$ cat src/rtl/serial_tx4_if.sv
// serial_tx4_if -- handshake and serial-line bundle for serial_tx4.
// master: the side that requests frames (drives EN, load, D).
// slave : the transmitter itself.
// Handshake: a word on D is taken on any rising edge where ready=1 and
// load=1 (EN does not matter); ready stays low for the whole frame, so
// load while busy has no effect. state_dbg mirrors the FSM state register.
interface serial_tx4_if #(
  parameter int DATA_W = 4
);
  logic              EN;
  logic              load;
  logic [DATA_W-1:0] D;
  logic              ready;
  logic              TX;
  logic              busy;
  logic              done;
  logic [2:0]        state_dbg;

  modport master (
    output EN, load, D,
    input  ready, TX, busy, done, state_dbg
  );

  modport slave (
    input  EN, load, D,
    output ready, TX, busy, done, state_dbg
  );
endinterface

$ cat src/rtl/serial_tx4.sv
// serial_tx4 -- serial frame transmitter, the sending end of the
// serial-in/parallel-out D-register receiver.
// Frame: start(0), D LSB first, [even parity], stop(1). The frame only
// advances on edges where EN=1; loading ignores EN.
// Optional feature: define SERIAL_TX4_PARITY_EN to add the PARITY state,
// which sends the XOR of the captured word between the last data bit and stop.
// Reset: synchronous, active-low.
module serial_tx4 #(
  parameter int DATA_W = 4
) (
  input logic          clock,
  input logic          reset,
  serial_tx4_if.slave  bus
);

  localparam int CNT_W = (DATA_W > 1) ? $clog2(DATA_W) : 1;
  localparam logic [CNT_W-1:0] LAST_BIT = CNT_W'(DATA_W - 1);

`ifdef SERIAL_TX4_PARITY_EN
  typedef enum logic [2:0] {
    S_IDLE   = 3'd0,
    S_START  = 3'd1,
    S_DATA   = 3'd2,
    S_PARITY = 3'd3,
    S_STOP   = 3'd4
  } state_t;
`else
  typedef enum logic [2:0] {
    S_IDLE   = 3'd0,
    S_START  = 3'd1,
    S_DATA   = 3'd2,
    S_STOP   = 3'd4
  } state_t;
`endif

  state_t            state_q, state_d;
  logic [DATA_W-1:0] shift_q, shift_d;
  logic [CNT_W-1:0]  cnt_q,   cnt_d;
  logic              tx_q,    tx_d;
  logic              done_q,  done_d;
`ifdef SERIAL_TX4_PARITY_EN
  logic              par_q,   par_d;
`endif

  // Next-state, datapath and registered-output computation.
  always_comb begin
    state_d = state_q;
    shift_d = shift_q;
    cnt_d   = cnt_q;
    done_d  = 1'b0;
`ifdef SERIAL_TX4_PARITY_EN
    par_d   = par_q;
`endif

    case (state_q)
      S_IDLE: begin
        if (bus.load) begin
          shift_d = bus.D;
`ifdef SERIAL_TX4_PARITY_EN
          par_d   = ^bus.D;
`endif
          state_d = S_START;
        end
      end
      S_START: begin
        if (bus.EN) begin
          cnt_d   = '0;
          state_d = S_DATA;
        end
      end
      S_DATA: begin
        if (bus.EN) begin
          if (cnt_q == LAST_BIT) begin
`ifdef SERIAL_TX4_PARITY_EN
            state_d = S_PARITY;
`else
            state_d = S_STOP;
`endif
          end else begin
            cnt_d   = cnt_q + CNT_W'(1);
            shift_d = shift_q >> 1;
          end
        end
      end
`ifdef SERIAL_TX4_PARITY_EN
      S_PARITY: begin
        if (bus.EN) state_d = S_STOP;
      end
`endif
      S_STOP: begin
        if (bus.EN) begin
          state_d = S_IDLE;
          done_d  = 1'b1;
        end
      end
      default: state_d = S_IDLE;
    endcase

    // TX is registered, so it is derived from where the FSM is going; a
    // frozen FSM (EN=0) therefore re-selects the same bit and TX holds.
    case (state_d)
      S_START: tx_d = 1'b0;
      S_DATA:  tx_d = shift_d[0];
`ifdef SERIAL_TX4_PARITY_EN
      S_PARITY: tx_d = par_d;
`endif
      default: tx_d = 1'b1;
    endcase
  end

  // State and datapath registers with synchronous active-low reset.
  always_ff @(posedge clock) begin
    if (!reset) begin
      state_q <= S_IDLE;
      shift_q <= '0;
      cnt_q   <= '0;
      tx_q    <= 1'b1;
      done_q  <= 1'b0;
`ifdef SERIAL_TX4_PARITY_EN
      par_q   <= 1'b0;
`endif
    end else begin
      state_q <= state_d;
      shift_q <= shift_d;
      cnt_q   <= cnt_d;
      tx_q    <= tx_d;
      done_q  <= done_d;
`ifdef SERIAL_TX4_PARITY_EN
      par_q   <= par_d;
`endif
    end
  end

  assign bus.ready     = (state_q == S_IDLE);
  assign bus.busy      = (state_q != S_IDLE);
  assign bus.TX        = tx_q;
  assign bus.done      = done_q;
  assign bus.state_dbg = state_q;

endmodule

$ cat src/flat_wrapper.sv
// flat-port wrapper written by rule: the top's interface ports become plain ports
module serial_tx4_flat 
#(
  parameter int DATA_W = 4
)
  (clock, reset, bus_EN, bus_load, bus_D, bus_ready, bus_TX, bus_busy, bus_done, bus_state_dbg);
  serial_tx4_if #(.DATA_W(DATA_W)) bus_i ();
  input logic clock;
  input logic reset;
  input wire logic [$bits(bus_i.EN)-1:0] bus_EN;
  input wire logic [$bits(bus_i.load)-1:0] bus_load;
  input wire logic [$bits(bus_i.D)-1:0] bus_D;
  output wire logic [$bits(bus_i.ready)-1:0] bus_ready;
  output wire logic [$bits(bus_i.TX)-1:0] bus_TX;
  output wire logic [$bits(bus_i.busy)-1:0] bus_busy;
  output wire logic [$bits(bus_i.done)-1:0] bus_done;
  output wire logic [$bits(bus_i.state_dbg)-1:0] bus_state_dbg;
  assign bus_i.EN = bus_EN;
  assign bus_i.load = bus_load;
  assign bus_i.D = bus_D;
  assign bus_ready = bus_i.ready;
  assign bus_TX = bus_i.TX;
  assign bus_busy = bus_i.busy;
  assign bus_done = bus_i.done;
  assign bus_state_dbg = bus_i.state_dbg;
  serial_tx4 #(.DATA_W(DATA_W)) u_core (.clock(clock), .reset(reset), .bus(bus_i));
endmodule
$ cat config.mk
export PLATFORM = sky130hd
export DESIGN_NAME = serial_tx4_flat
export DESIGN_NICKNAME = d
export VERILOG_FILES = /design/src/rtl/serial_tx4_if.sv /design/src/rtl/serial_tx4.sv /design/src/flat_wrapper.sv
export SDC_FILE = /design/constraint.sdc
export NUM_CORES = 1
export LEC_CHECK = 0
export BUFFER_PORTS_ARGS = -buffer_cell sky130_fd_sc_hd__buf_2
export CAP_MARGIN = 20
export CORE_MARGIN = 5
export CORE_UTILIZATION = 40
export DETAILED_ROUTE_END_ITERATION = 10
export PLACE_DENSITY = 0.72
export SYNTH_ARGS = -nofsm -noshare
export SYNTH_HDL_FRONTEND = slang
export SYNTH_SLANG_ARGS = --single-unit
$ cat constraint.sdc
create_clock -name clock -period 5.3 [get_ports clock]
set_clock_uncertainty 0.1 [all_clocks]
set_input_delay 0.265 -clock clock [delete_from_list [all_inputs] [get_ports clock]]
set_output_delay 0.265 -clock clock [all_outputs]
set_load 0.005 [all_outputs]
# After elaboration in Yosys (flattened, before gate mapping)
# Index checks and enable logic that the tools add are counted.
# totals
reg_bits,11
latch_bits,0
mem_bits_rw,0
romBits,0
input_bits,8
output_inout_bits,7
wordCells,40
memories,0
# classes
addsub,1
mul,0
n_div,0
n_lt_le_gt_ge,0
eq_ne,10
shifts,0
mux,16
bitwise,0
n_reduce_logical,7
# ops
operator,n
$mux W3,5
$mux W4,3
$pmux W3 S4,1
$ne A2 B2 Y1 const B,4
$pmux W4 S2,1
$reduce_and A4 Y1,2
$eq A3 B1 Y1 const B,2
$eq A3 B2 Y1 const B,2
$mux W2,3
$pmux W2 S2,1
$reduce_bool A2 Y1,2
$eq A3 B3 Y1 const B,1
$logic_not A3 Y1,1
$reduce_bool A3 Y1,1
$add A2 B1 Y2 const B,1
$eq A2 B2 Y1 const B,1
$pmux W1 S2,1
$reduce_and A2 Y1,1
$mux W1,1

# Depth between registers and ports, before layout
# depth
depth_word,6
mapped_depth,5
mapped_depth_nobuf,5

# Least setup slack after synthesis
# Ideal clock, no wire load.
# synth_timing
path_kind,flip-flop to flip-flop
startpoint,register u_core.cnt_q[0]
endpoint,"register u_core.tx_q, in the netlist u_core.bus.TX"
setup_ps,140
t_arrival_ps,1473
required_ps,5060
setup_slack_ps,3588
stages_incl_launch_ff,6
path_buffers,0
synth_period_minus_slack_ps,1712
path_cell_list,dfxtp_1 ha_1 nand2b_1 mux2_2 a2111oi_2 o221ai_1
# synth_via
elab_chain_len,6
word_cells_on_any_way,10
classes_between,eq/ne (3); mux (7)
# synth_rtl
element,line_no,source
from (decl),serial_tx4.sv:38,"logic [CNT_W-1:0] cnt_q, cnt_d;"
from (signal assigned),serial_tx4.sv:125,cnt_q <= cnt_d;
$eq A2 B2 Y1 (*),serial_tx4.sv:73,if (cnt_q == LAST_BIT) begin
$mux W3,serial_tx4.sv:73,
$mux W3,serial_tx4.sv:72,if (bus.EN) begin
$pmux W3 S4,serial_tx4.sv:55,case (state_q)
$eq A3 B2 Y1 or $eq A3 B1 Y1 (tied branches),serial_tx4.sv:101,case (state_d)
$pmux W1 S2 (*),serial_tx4.sv:101,
to (signal assigned),serial_tx4.sv:126,tx_q <= tx_d;
to (decl),serial_tx4.sv:39,"logic tx_q, tx_d;"
# Every way passes the cells marked *; elsewhere a longest branch is shown, timed or not. The select of a mux whose other input is x is not followed.
# A chain may end at the register's enable or synchronous reset.

# Worst setup path after layout
# layout_timing
startpoint,"register u_core.state_q[1], in the netlist u_core.bus.state_dbg[1]"
endpoint,"register u_core.tx_q, in the netlist u_core.bus.TX"
# layout_via
elab_chain_len,5
word_cells_on_any_way,14
classes_between,eq/ne (5); mux (8); reduce/logical (1)
# layout_rtl
element,line_no,source
from (decl),serial_tx4.sv:36,"state_t state_q, state_d;"
from (signal assigned),serial_tx4.sv:123,state_q <= state_d;
$mux W3,serial_tx4.sv:73,
$mux W3,serial_tx4.sv:72,
$pmux W3 S4,serial_tx4.sv:55,
$eq A3 B2 Y1 or $eq A3 B1 Y1 (tied branches),serial_tx4.sv:101,
$pmux W1 S2 (*),serial_tx4.sv:101,
# Every way passes the cells marked *; elsewhere a longest branch is shown, timed or not.

==> impl_metrics.yaml <==
worst_setup_path:
  worstPathCellList: "nor4b_2, a221o_1, a2111oi_2, o221ai_1"
  path_delay_family: "compound AO/OA/AOI/OAI gates"
  cp.arrival_ps: 1930
  path_class: "reg2reg"
  cp.buffers_inverters: 0
  startpoint_type: "flip-flop"
  worst_path_max_delay_cell: "sky130_fd_sc_hd__dfxtp_1"
  cp-end-kind: "flip-flop"
  required_ps: 5330
  cpPeakStageDelay_ps: 600
  timing.critical_path.fanout_max: 15
timing:
  timing.final.crit_period_ps: 1900
  final_critical_path_setup_slack_ps: 3400
  max_slew.worst_pin.slew_ps: 509
  timing_hold_violations_final: 0
  final_min_period_over_clock_period_pct: 35.8
  max_freq_ghz: 0.527
  unrepaired_setup_endpoints_after_global_routing: "no"
  timing.final.max_slew_violations: 0
  slew_headroom_pct: 66.0
  finalSetupViolations: 0
  final_worst_hold_slack_ps: 177
  finalSetupTns_ps: 0
detailed_routing:
  dr_wl_met3_um: 53
  post-route-drc-count: 0
  dr_total_vias: 495
  vias_per_cell: 5.32
  drtAntennaViolNets: 0
  dr.pass1.iters: 4
  dr.max_layer_used: "met4"
  m1WireLength_um: 573
  routed_wl_um: 1210
  detail_route.wl_per_cell_um: 13.0
  detailroute.wirelength.met2_um: 560
  drt-initial-drc-count: 8
synthesis:
  synth.yosys.seq_area_share_pct: 37.3
  synth_compound_gate_area_share_pct: 20.1
  synth_xor_area_share_pct: 0
  synth_nets: 73
  synth_top_family_by_area: "simple AND/OR/NAND/NOR gates"
  post_synth_and_or_nand_nor_area_fraction_pct: 28.8
  mappedNetlistArea_um2: 591
  post_synth_fa_ha_maj_area_fraction_pct: 2.12
  ys_warn_count: 0
  syn_avg_cell_area_um2: 9.23
  syn-instance-count: 64
  synth.area.mux_share_pct: 5.30
  count_of_distinct_cell_types_in_the_synthesized_netlist: 30
  synth-seq-cells: 11
place:
  place_inst: 89
  pre_cts_slack_ps: 3440
  gp_routability_congestion: 0.844
  port_buffers: 14
  place_hpwl_um: 850
clock_network:
  cts_made_buffers: 3
  clk_pin_slew_ps: 70
  cts_tree: "yes"
  ctsHoldBuffers: 0
  ctsRootBufferMaster: "sky130_fd_sc_hd__clkbuf_4"
  clock_insertion_delay_worst_skew_ps: 260
  cts.sink_count: 11
  postCtsResizedCells: 0
  clock_tree.htree_level_count: 1
  postCtsSetupBuffers: 0
  deepest_clock_path_buffer_count: 2
layout:
  final_cell_count_no_fill: 93
  finalCoreUtilization_pct: 50.3
  synthToLayoutAreaGrowth_pct: 15.0
  nNetsFinal: 88
  final_layout_size_suffix_gt1_share_pct: 25.6
  antenna-diode-count: 0
floorplanning:
  top_level_ports: 15
  die_width_um: 48.4
  initial_core_util_pct: 43.7
  die_h_um: 48.4
  die_area_um2: 2340
  num_rows: 13
  placeableCoreArea_um2: 1350
min_path:
  min-delay-path-class: "in2reg"
global_route:
  antenna_found_initial: 0
  pin_count_of_the_biggest_net_entering_global_routing: 16
  global_route_wire_length_before_repair_um: 2080
  grt_util_all_layers_pct: 10.8
  grt_overflow: 0
  vias_in_the_first_global_route: 484
status:
  outcome: "completed"
power_and_ir_drop:
  pwr_density_cell_nw_per_um2: 258
  worst_vdd_ir_mv: 0.128
  total_leakage_power_uw: 0.000275
flow_run:
  cap_viol_max_count: 0
cell usage after synthesis:
cell type	instances	area [um2]
sky130_fd_sc_hd__a22oi_1	4	30.0
sky130_fd_sc_hd__and2_1	3	18.8
sky130_fd_sc_hd__mux2i_1	2	20.0
sky130_fd_sc_hd__nor2_1	4	15.0
sky130_fd_sc_hd__o221ai_1	1	8.76
sky130_fd_sc_hd__nor4b_2	1	15.0
sky130_fd_sc_hd__mux2_2	1	11.3
sky130_fd_sc_hd__a221o_1	1	10.0
sky130_fd_sc_hd__a21boi_1	2	15.0
sky130_fd_sc_hd__o21ai_1	1	5.00
sky130_fd_sc_hd__inv_1	3	11.3
sky130_fd_sc_hd__o21a_1	2	15.0
sky130_fd_sc_hd__a2111oi_2	1	15.0
sky130_fd_sc_hd__a21oi_1	1	5.00
sky130_fd_sc_hd__and4_1	1	8.76
sky130_fd_sc_hd__nand3_1	1	5.00
sky130_fd_sc_hd__buf_6	1	11.3
sky130_fd_sc_hd__a31oi_1	1	6.26
sky130_fd_sc_hd__nand2b_1	1	6.26
sky130_fd_sc_hd__clkbuf_1	2	7.51
sky130_fd_sc_hd__nor2b_1	6	37.5
sky130_fd_sc_hd__or3_1	1	6.26
sky130_fd_sc_hd__nor3_1	1	5.00
sky130_fd_sc_hd__ha_1	1	12.5
sky130_fd_sc_hd__buf_4	1	7.51
sky130_fd_sc_hd__a41oi_1	1	8.76
sky130_fd_sc_hd__dfxtp_1	11	220
sky130_fd_sc_hd__nand4bb_1	1	11.3
sky130_fd_sc_hd__nor3b_1	4	30.0
sky130_fd_sc_hd__nand2_1	3	11.3
layer usage:
metal	vias up	GRT usage [%]
met2	10	17.2
met5	-	0
met3	2	2.14
met1	225	12.9
met4	0	6.91
li1	258	-
report_power, final:
part / leakage [uW] / internal (uW) / switching [uW] / total (uW)
registers: 0.0000899 / 86.8 / 4.90 / 91.7
logic: 0.000171 / 14.4 / 13.1 / 27.5
clock network: 0.0000150 / 29.0 / 27.2 / 56.3
path summary, 6_finish.rpt:
check | from | endpoint | slack [ps] | cells past startpoint
hold / removal | reset | u_core.bus.TX | 180 | 2
hold reg to reg | u_core.shift_q[1] | u_core.shift_q[1] | 360 | 2
setup / recovery | u_core.bus.state_dbg[1] | u_core.bus.TX | 3400 | 4
setup reg to reg | u_core.bus.state_dbg[1] | u_core.bus.TX | 3400 | 4
cell type report:
type                       count  area, um2
multi-input combinational     46        333
inverter                       3       11.3
timing repair buffer          14       70.1
clock buffer                   4       26.3
sequential                    11        220
fill                         134        671
tap                           15       18.8
cell families (layout without fill, tap and decap cells):
group / count (synthesis) / in the layout
AOI/OAI and AO/OA: 15 / 15
DFF: 11 / 11
adders and majority gates: 1 / 1
muxes: 3 / 3
buffers and inverters: 7 / 21
and+or+nand+nor: 27 / 27
stage by stage:
step | power (uW) | cell area [um2]
2_1_floorplan | 112 | 591
3_3_place_gp | 121 | 653
3_5_place_dp | 121 | 653
4_1_cts | 177 | 679
5_1_grt | 186 | 679
6_report | 175 | 679
state kept, by name (all words and copies together) (netlist names):
name / flops
u_core.bus.done: 1
u_core.cnt_q: 2
u_core.bus.state_dbg: 3
u_core.shift_q: 4
u_core.bus.TX: 1
layout by cell type, fill, tap and decap left out, types with 2 or more instances in the layout:
cell type and instances:
sky130_fd_sc_hd__dfxtp_1 11, sky130_fd_sc_hd__and2_1 3, sky130_fd_sc_hd__nor2b_1 6, sky130_fd_sc_hd__clkbuf_4 3, sky130_fd_sc_hd__inv_1 3, sky130_fd_sc_hd__nor3b_1 4
sky130_fd_sc_hd__buf_2 14, sky130_fd_sc_hd__mux2i_1 2, sky130_fd_sc_hd__a21boi_1 2, sky130_fd_sc_hd__nand2_1 3, sky130_fd_sc_hd__a22oi_1 4, sky130_fd_sc_hd__nor2_1 4
sky130_fd_sc_hd__o21a_1 2
Note: power is estimated with default switching activity, not from simulation.
